**config.mk**
```make
export PLATFORM = sky130hd
export DESIGN_NAME = llkid_key_sender
export DESIGN_NICKNAME = d
export VERILOG_FILES = /design/src/rtl/llkid_key_sender.sv
export SDC_FILE = /design/constraint.sdc
export NUM_CORES = 1
export LEC_CHECK = 0
export CAP_MARGIN = 20
export CORE_MARGIN = 2
export CORE_UTILIZATION = 45
export CTS_CLUSTER_SIZE = 25
export DETAILED_ROUTE_END_ITERATION = 16
export MAX_ROUTING_LAYER = met4
export PLACE_DENSITY = 0.74
export REMOVE_ABC_BUFFERS = 1
export SYNTH_ARGS = -nofsm -noshare
export SYNTH_HDL_FRONTEND = slang
export SYNTH_SLANG_ARGS = --single-unit
```
**constraint.sdc**
```tcl
create_clock -name clk -period 11.1 [get_ports clk]
set_input_delay 1.11 -clock clk [delete_from_list [all_inputs] [get_ports clk]]
set_output_delay 1.11 -clock clk [all_outputs]
set_load 0.1 [all_outputs]
```
**src/rtl/llkid_key_sender.sv**
```systemverilog
// Initiator side of the LLKI discrete key interface: buffers key words in a small FIFO,
// drives them to a core's TSS on LOAD, requests CLEAR, and reports one response per command.
module llkid_key_sender #(
  parameter int unsigned KEY_WORDS      = 2,
  parameter int unsigned FIFO_DEPTH     = 4,
  parameter int unsigned TIMEOUT_CYCLES = 255
) (
  input  logic        clk,
  input  logic        rst_n,
  input  logic        cmd_valid,
  output logic        cmd_ready,
  input  logic [1:0]  cmd_op,
  input  logic [63:0] kw_data,
  input  logic        kw_valid,
  output logic        kw_ready,
  output logic        rsp_valid,
  input  logic        rsp_ready,
  output logic [7:0]  rsp_code,
  output logic        busy,
  output logic [63:0] llkid_key_data,
  output logic        llkid_key_valid,
  input  logic        llkid_key_ready,
  input  logic        llkid_key_complete,
  output logic        llkid_clear_key,
  input  logic        llkid_clear_key_ack
);

  localparam int unsigned PW = (FIFO_DEPTH > 1) ? $clog2(FIFO_DEPTH) : 1;
  localparam int unsigned CW = $clog2(FIFO_DEPTH + 1);

  typedef enum logic [2:0] {IDLE, SEND, WAIT_CMPL, CLEAR, RESP} state_t;

  localparam logic [7:0] C_LOAD_OK = 8'h01, C_CLEAR_OK = 8'h02, C_TIMEOUT = 8'h03,
                         C_NO_KEY  = 8'h04, C_PRESENT  = 8'h05, C_ABSENT  = 8'h06,
                         C_BAD_OP  = 8'h07;

  state_t         state, state_nxt;
  logic [63:0]    mem [FIFO_DEPTH];
  logic [PW-1:0]  wr_ptr, rd_ptr;
  logic [CW-1:0]  count;
  logic [15:0]    tmo, tmo_nxt;
  logic [3:0]     word_cnt, wc_nxt;
  logic [7:0]     code_nxt;
  logic           started, flush, push, pop, xfer, cmd_fire;

  assign push     = kw_valid & kw_ready;
  assign xfer     = llkid_key_valid & llkid_key_ready;
  assign pop      = (state == SEND) & xfer;
  assign cmd_fire = cmd_valid & cmd_ready;
  assign kw_ready = (count != CW'(FIFO_DEPTH));

  // FIFO storage needs no reset; emptiness is carried by count/pointers.
  always_ff @(posedge clk)
    if (push) mem[wr_ptr] <= kw_data;

  always_ff @(posedge clk or negedge rst_n) begin
    if (!rst_n) begin
      wr_ptr <= '0;
      rd_ptr <= '0;
      count  <= '0;
    end else if (flush) begin
      // a push on the flush edge survives as the only entry
      wr_ptr <= wr_ptr + PW'(push);
      rd_ptr <= wr_ptr;
      count  <= CW'(push);
    end else begin
      wr_ptr <= wr_ptr + PW'(push);
      rd_ptr <= rd_ptr + PW'(pop);
      count  <= count + CW'(push) - CW'(pop);
    end
  end

  always_ff @(posedge clk or negedge rst_n) begin
    if (!rst_n) begin
      state    <= IDLE;
      tmo      <= '0;
      word_cnt <= '0;
      rsp_code <= '0;
      started  <= 1'b0;
    end else begin
      state    <= state_nxt;
      tmo      <= tmo_nxt;
      word_cnt <= wc_nxt;
      rsp_code <= code_nxt;
      started  <= 1'b1;
    end
  end

  always_comb begin
    state_nxt = state;
    tmo_nxt   = tmo;
    wc_nxt    = word_cnt;
    code_nxt  = rsp_code;
    flush     = 1'b0;
    unique case (state)
      IDLE: if (cmd_fire) begin
        tmo_nxt = '0;
        unique case (cmd_op)
          2'd0: if (count >= CW'(KEY_WORDS)) begin
                  state_nxt = SEND;
                  wc_nxt    = '0;
                end else begin
                  state_nxt = RESP;
                  code_nxt  = C_NO_KEY;
                end
          2'd1: begin
                  state_nxt = CLEAR;
                  flush     = 1'b1;
                end
          2'd2: begin
                  state_nxt = RESP;
                  code_nxt  = llkid_key_complete ? C_PRESENT : C_ABSENT;
                end
          default: begin
                  state_nxt = RESP;
                  code_nxt  = C_BAD_OP;
                end
        endcase
      end
      SEND: if (xfer) begin
        wc_nxt  = word_cnt + 4'd1;
        tmo_nxt = '0;
        if (word_cnt == 4'(KEY_WORDS - 1)) state_nxt = WAIT_CMPL;
      end else if (tmo == 16'(TIMEOUT_CYCLES)) begin
        state_nxt = RESP;
        code_nxt  = C_TIMEOUT;
        flush     = 1'b1;
      end else tmo_nxt = tmo + 16'd1;
      WAIT_CMPL: if (llkid_key_complete) begin
        state_nxt = RESP;
        code_nxt  = C_LOAD_OK;
      end else if (tmo == 16'(TIMEOUT_CYCLES)) begin
        state_nxt = RESP;
        code_nxt  = C_TIMEOUT;
      end else tmo_nxt = tmo + 16'd1;
      CLEAR: if (llkid_clear_key_ack) begin
        state_nxt = RESP;
        code_nxt  = C_CLEAR_OK;
      end else if (tmo == 16'(TIMEOUT_CYCLES)) begin
        state_nxt = RESP;
        code_nxt  = C_TIMEOUT;
      end else tmo_nxt = tmo + 16'd1;
      RESP: if (rsp_ready) state_nxt = IDLE;
      default: state_nxt = IDLE;
    endcase
  end

  always_comb begin
    llkid_key_valid = (state == SEND);
    llkid_key_data  = llkid_key_valid ? mem[rd_ptr] : 64'd0;
    llkid_clear_key = (state == CLEAR);
    rsp_valid       = (state == RESP);
    cmd_ready       = started & (state == IDLE);
    busy            = (state != IDLE);
  end

endmodule
```
==> results.py <==
metrics = {
    "drt": {
        "drt-total-wl_mm": 23.1,
        "drt_pass1_iterations": 5,
        "routedLengthMet1_mm": 10.4,
        "first_iter_violations": 736,
        "wl_met3_mm": 1.41,
        "viasPerCell": 5.48,
        "vias": 6412,
        "post_drt_wl_per_cell_um": 19.8,
        "drc_errors": 0,
        "remaining_number_of_nets_flagged_by_the_antenna_check_after_routing": 0,
        "top_signal_layer_used": "met4",
        "dr_wl_met2_mm": 10.9,
    },
    "timing": {
        "timing.max_slew.rel_slack": 0.318,
        "hold_viol_final": 0,
        "totalNegativeSetupSlack_ps": 0,
        "finalCritPeriodShare": 0.446,
        "finalCriticalPeriod_ps": 4950,
        "max_freq_mhz": 202,
        "grt_setup_unrepaired": "false",
        "actual_transition_at_the_worst_max_transition_pin_ps": 1020,
        "setup_viol_count_final": 0,
        "fin_skew_ps": 12.2,
        "slew_viol_final": 0,
    },
    "cells_and_area": {
        "area_growth_pct": 24.5,
        "num-fill-cells": 1965,
        "final-instance-count-excl-fill": 1170,
        "mostFrequentLayoutCell": "sky130_fd_sc_hd__edfxtp_1",
        "num-nets-final": 896,
        "final_layout_size_suffix_gt1_frac": 0.167,
        "leading_cell_types_in_the_layout_fill_and_taps_excluded": "sky130_fd_sc_hd__edfxtp_1 (256), sky130_fd_sc_hd__clkdlybuf4s50_1 (151), sky130_fd_sc_hd__and2_1 (70), sky130_fd_sc_hd__mux4_2 (64), sky130_fd_sc_hd__dfrtp_1 (37)",
    },
    "synth": {
        "async_reset_ff_frac": 0.132,
        "post_synth_inst_count": 651,
        "synth.cell_area_mm2": 0.0119,
        "yosys_warnings": 0,
        "netlist-cell-type-count": 60,
        "synth_area_leaders": "sky130_fd_sc_hd__edfxtp_1 (64%), sky130_fd_sc_hd__mux4_2 (12%), sky130_fd_sc_hd__dfrtp_1 (8.2%)",
        "synth_area_leader_cell": "sky130_fd_sc_hd__edfxtp_1",
        "synth.yosys.seq_area_share": 0.726,
        "ys_ff_latch": 295,
        "postSynthAreaPerCell_um2": 18.3,
        "synthDominantCellAreaShare": 0.644,
        "yosys_most_used_dff": "sky130_fd_sc_hd__edfxtp_1",
        "synth_enable_flop_cells": 256,
    },
    "die": {
        "core_region_area_mm2": 0.0261,
        "initial_core_util": 0.458,
        "floorplan.rows": 59,
        "die-height_um": 167,
        "ios": 152,
        "die_area_mm2": 0.0278,
        "die_w_um": 167,
    },
    "cts": {
        "worstSkewPairLatency_ps": 540,
        "post_cts_resize_count": 0,
        "post_cts_hold_buffer_count": 0,
        "cts_tree": "done",
        "cts-htree-levels": 1,
        "cts_root_buffer": "sky130_fd_sc_hd__clkbuf_16",
        "ctsLongestPathBuffers": 3,
        "cts.reportedPaths.clkPinSlew_ps": 60,
        "cts_num_sinks": 295,
        "cts_buffers": 30,
        "cts_setup_buffers": 0,
    },
    "power_and_ir_drop": {
        "peak_ir_drop_on_the_vdd_network_v": 0.000253,
        "power.static_leakage_uw": 0.00505,
        "pwr_density_cell_mw_per_mm2": 271,
    },
    "global_routing": {
        "initial_antenna_violation_count": 0,
        "first_global_vias": 6555,
        "grt_pass1_wl_mm": 36.8,
        "global_route.usage.total": 0.170,
        "grt_max_degree": 66,
        "grt_overflow": 0,
    },
    "place": {
        "hpwlAfterDp_mm": 13.8,
        "place_inst": 1116,
        "placement.io_buffers": 151,
        "place.gp.congestion": 0.847,
    },
    "setup_path": {
        "worstSetupEndpointType": "output port",
        "cp-start-kind": "flip-flop",
        "crit_fanout": 41,
        "cp.arrival_ps": 3840,
        "worst_setup_path_category": "flip-flop to output port",
        "cp_data_required_time_ps": 9990,
    },
    "outcome": {
        "status": "completed",
    },
    "worst_hold_path": {
        "holdCritPathClass": "flip-flop to flip-flop",
    },
    "job": {
        "cap_violations": 0,
    },
}
## worst max-delay path: stages, from the launching register on
cell and delay [ps]:
sky130_fd_sc_hd__dfrtp_1 550, sky130_fd_sc_hd__or3b_2 590, sky130_fd_sc_hd__inv_2 360, sky130_fd_sc_hd__buf_4 420, sky130_fd_sc_hd__and2_1 210, sky130_fd_sc_hd__clkdlybuf4s50_1 1140
## synth_stat cells, types with 2 or more instances
library cell,instances
sky130_fd_sc_hd__nor2_1,12
sky130_fd_sc_hd__or3b_2,2
sky130_fd_sc_hd__a32oi_1,2
sky130_fd_sc_hd__nand2_1,15
sky130_fd_sc_hd__xor2_1,3
sky130_fd_sc_hd__mux2_2,2
sky130_fd_sc_hd__mux4_2,64
sky130_fd_sc_hd__o211ai_1,3
sky130_fd_sc_hd__nand4_1,5
sky130_fd_sc_hd__a21oi_1,16
sky130_fd_sc_hd__or2_2,2
sky130_fd_sc_hd__o21bai_1,2
sky130_fd_sc_hd__dfrtp_1,39
sky130_fd_sc_hd__nor2b_1,5
sky130_fd_sc_hd__nor4_1,5
sky130_fd_sc_hd__nand3_1,12
sky130_fd_sc_hd__a211oi_1,2
sky130_fd_sc_hd__mux2i_1,4
sky130_fd_sc_hd__inv_1,20
sky130_fd_sc_hd__and2_1,70
sky130_fd_sc_hd__nand2b_1,2
sky130_fd_sc_hd__and4_1,2
sky130_fd_sc_hd__o21ai_0,10
sky130_fd_sc_hd__a211o_1,2
sky130_fd_sc_hd__ha_1,8
sky130_fd_sc_hd__nor3_1,5
sky130_fd_sc_hd__edfxtp_1,256
sky130_fd_sc_hd__buf_2,2
sky130_fd_sc_hd__or4_4,2
sky130_fd_sc_hd__a31oi_1,2
sky130_fd_sc_hd__or3_1,4
sky130_fd_sc_hd__and3_1,5
sky130_fd_sc_hd__or4_1,9
sky130_fd_sc_hd__mux2_4,3
sky130_fd_sc_hd__buf_1,3
sky130_fd_sc_hd__clkbuf_1,24
sky130_fd_sc_hd__o31ai_1,4
## logic make-up (layout without fill, tap and decap cells)
| group | count (synthesis) | in the layout | synth area share |
|---|---|---|---|
| AOI/OAI and AO/OA | 59 | 59 | 0.0349 |
| xor gates and xnor gates | 3 | 3 | 0.00220 |
| adders and majority gates | 9 | 9 | 0.0101 |
| buffers and inverters | 50 | 233 | 0.0166 |
| DFF | 295 | 295 | 0.726 |
| muxes | 73 | 73 | 0.130 |
| other | 1 | 2 | 0.000314 |
| and+or+nand+nor | 161 | 161 | 0.0804 |
## final timing paths
check	from	endpoint	slack, ps	depth (start not counted)
worst max-delay path	state[1]$_DFFE_PN0P_	llkid_key_data[7]	6150	5
worst min-delay path	rsp_code[6]$_DFFE_PN0P_	rsp_code[6]$_DFFE_PN0P_	490	1
worst max register to register	state[1]$_DFFE_PN0P_	count[2]$_DFF_PN0_	7700	11
worst min register to register	rsp_code[6]$_DFFE_PN0P_	rsp_code[6]$_DFFE_PN0P_	490	1
max in group asynchronous	rst_n	rd_ptr[0]$_DFF_PN0_	9680	2
min in group asynchronous	rst_n	rsp_code[1]$_DFFE_PN0P_	1020	2
## per-layer routing
metal  track usage  up-vias
met2         0.261      204
met5             -        -
met3        0.0283       38
met1         0.242     3251
li1              -     2919
met4        0.0412        0
## power by group
group | switching [uW] | internal [uW] | leakage [uW]
Clock | 401 | 625 | 0.000487
Combinational | 905 | 495 | 0.00171
Sequential | 151 | 1450 | 0.00285
Total | 1460 | 2570 | 0.00505
## stage by stage
| step | cell area, um^2 | total power, uW | setup WS, ps | hold WS, ps | utilization |
|---|---|---|---|---|---|
| 2_1_floorplan | 11800 | 2690 | 4980 | 493 | - |
| 3_3_place_gp | 13800 | 3030 | 6610 | 469 | 0.531 |
| 3_5_place_dp | 13800 | 3050 | 6600 | 473 | 0.531 |
| 4_1_cts | 14900 | 4080 | 6020 | 489 | 0.570 |
| 5_1_grt | 14900 | 4210 | 5890 | 501 | 0.570 |
| 6_report | 14900 | 4030 | 6150 | 487 | 0.570 |
## cell type report
class / instances / area (um^2) / area share
inverters: 20 / 75.1 / 0.00505
clock inverters: 16 / 215 / 0.0145
multi-input cells: 306 / 3100 / 0.209
flip-flops and latches: 295 / 8670 / 0.583
clock buffers: 37 / 798 / 0.0537
repair buffers: 160 / 1580 / 0.106
well taps: 335 / 419 / 0.0282
diodes: 1 / 2.50 / 0.000168
## registers in the layout (all words and copies together), names as in the netlist
register / cells
word_cnt: 4
rd_ptr: 2
count: 3
mem: 256
rsp_code: 8
wr_ptr: 2
started: 1
tmo: 16
state: 3
(Power assumes the default switching activity.)
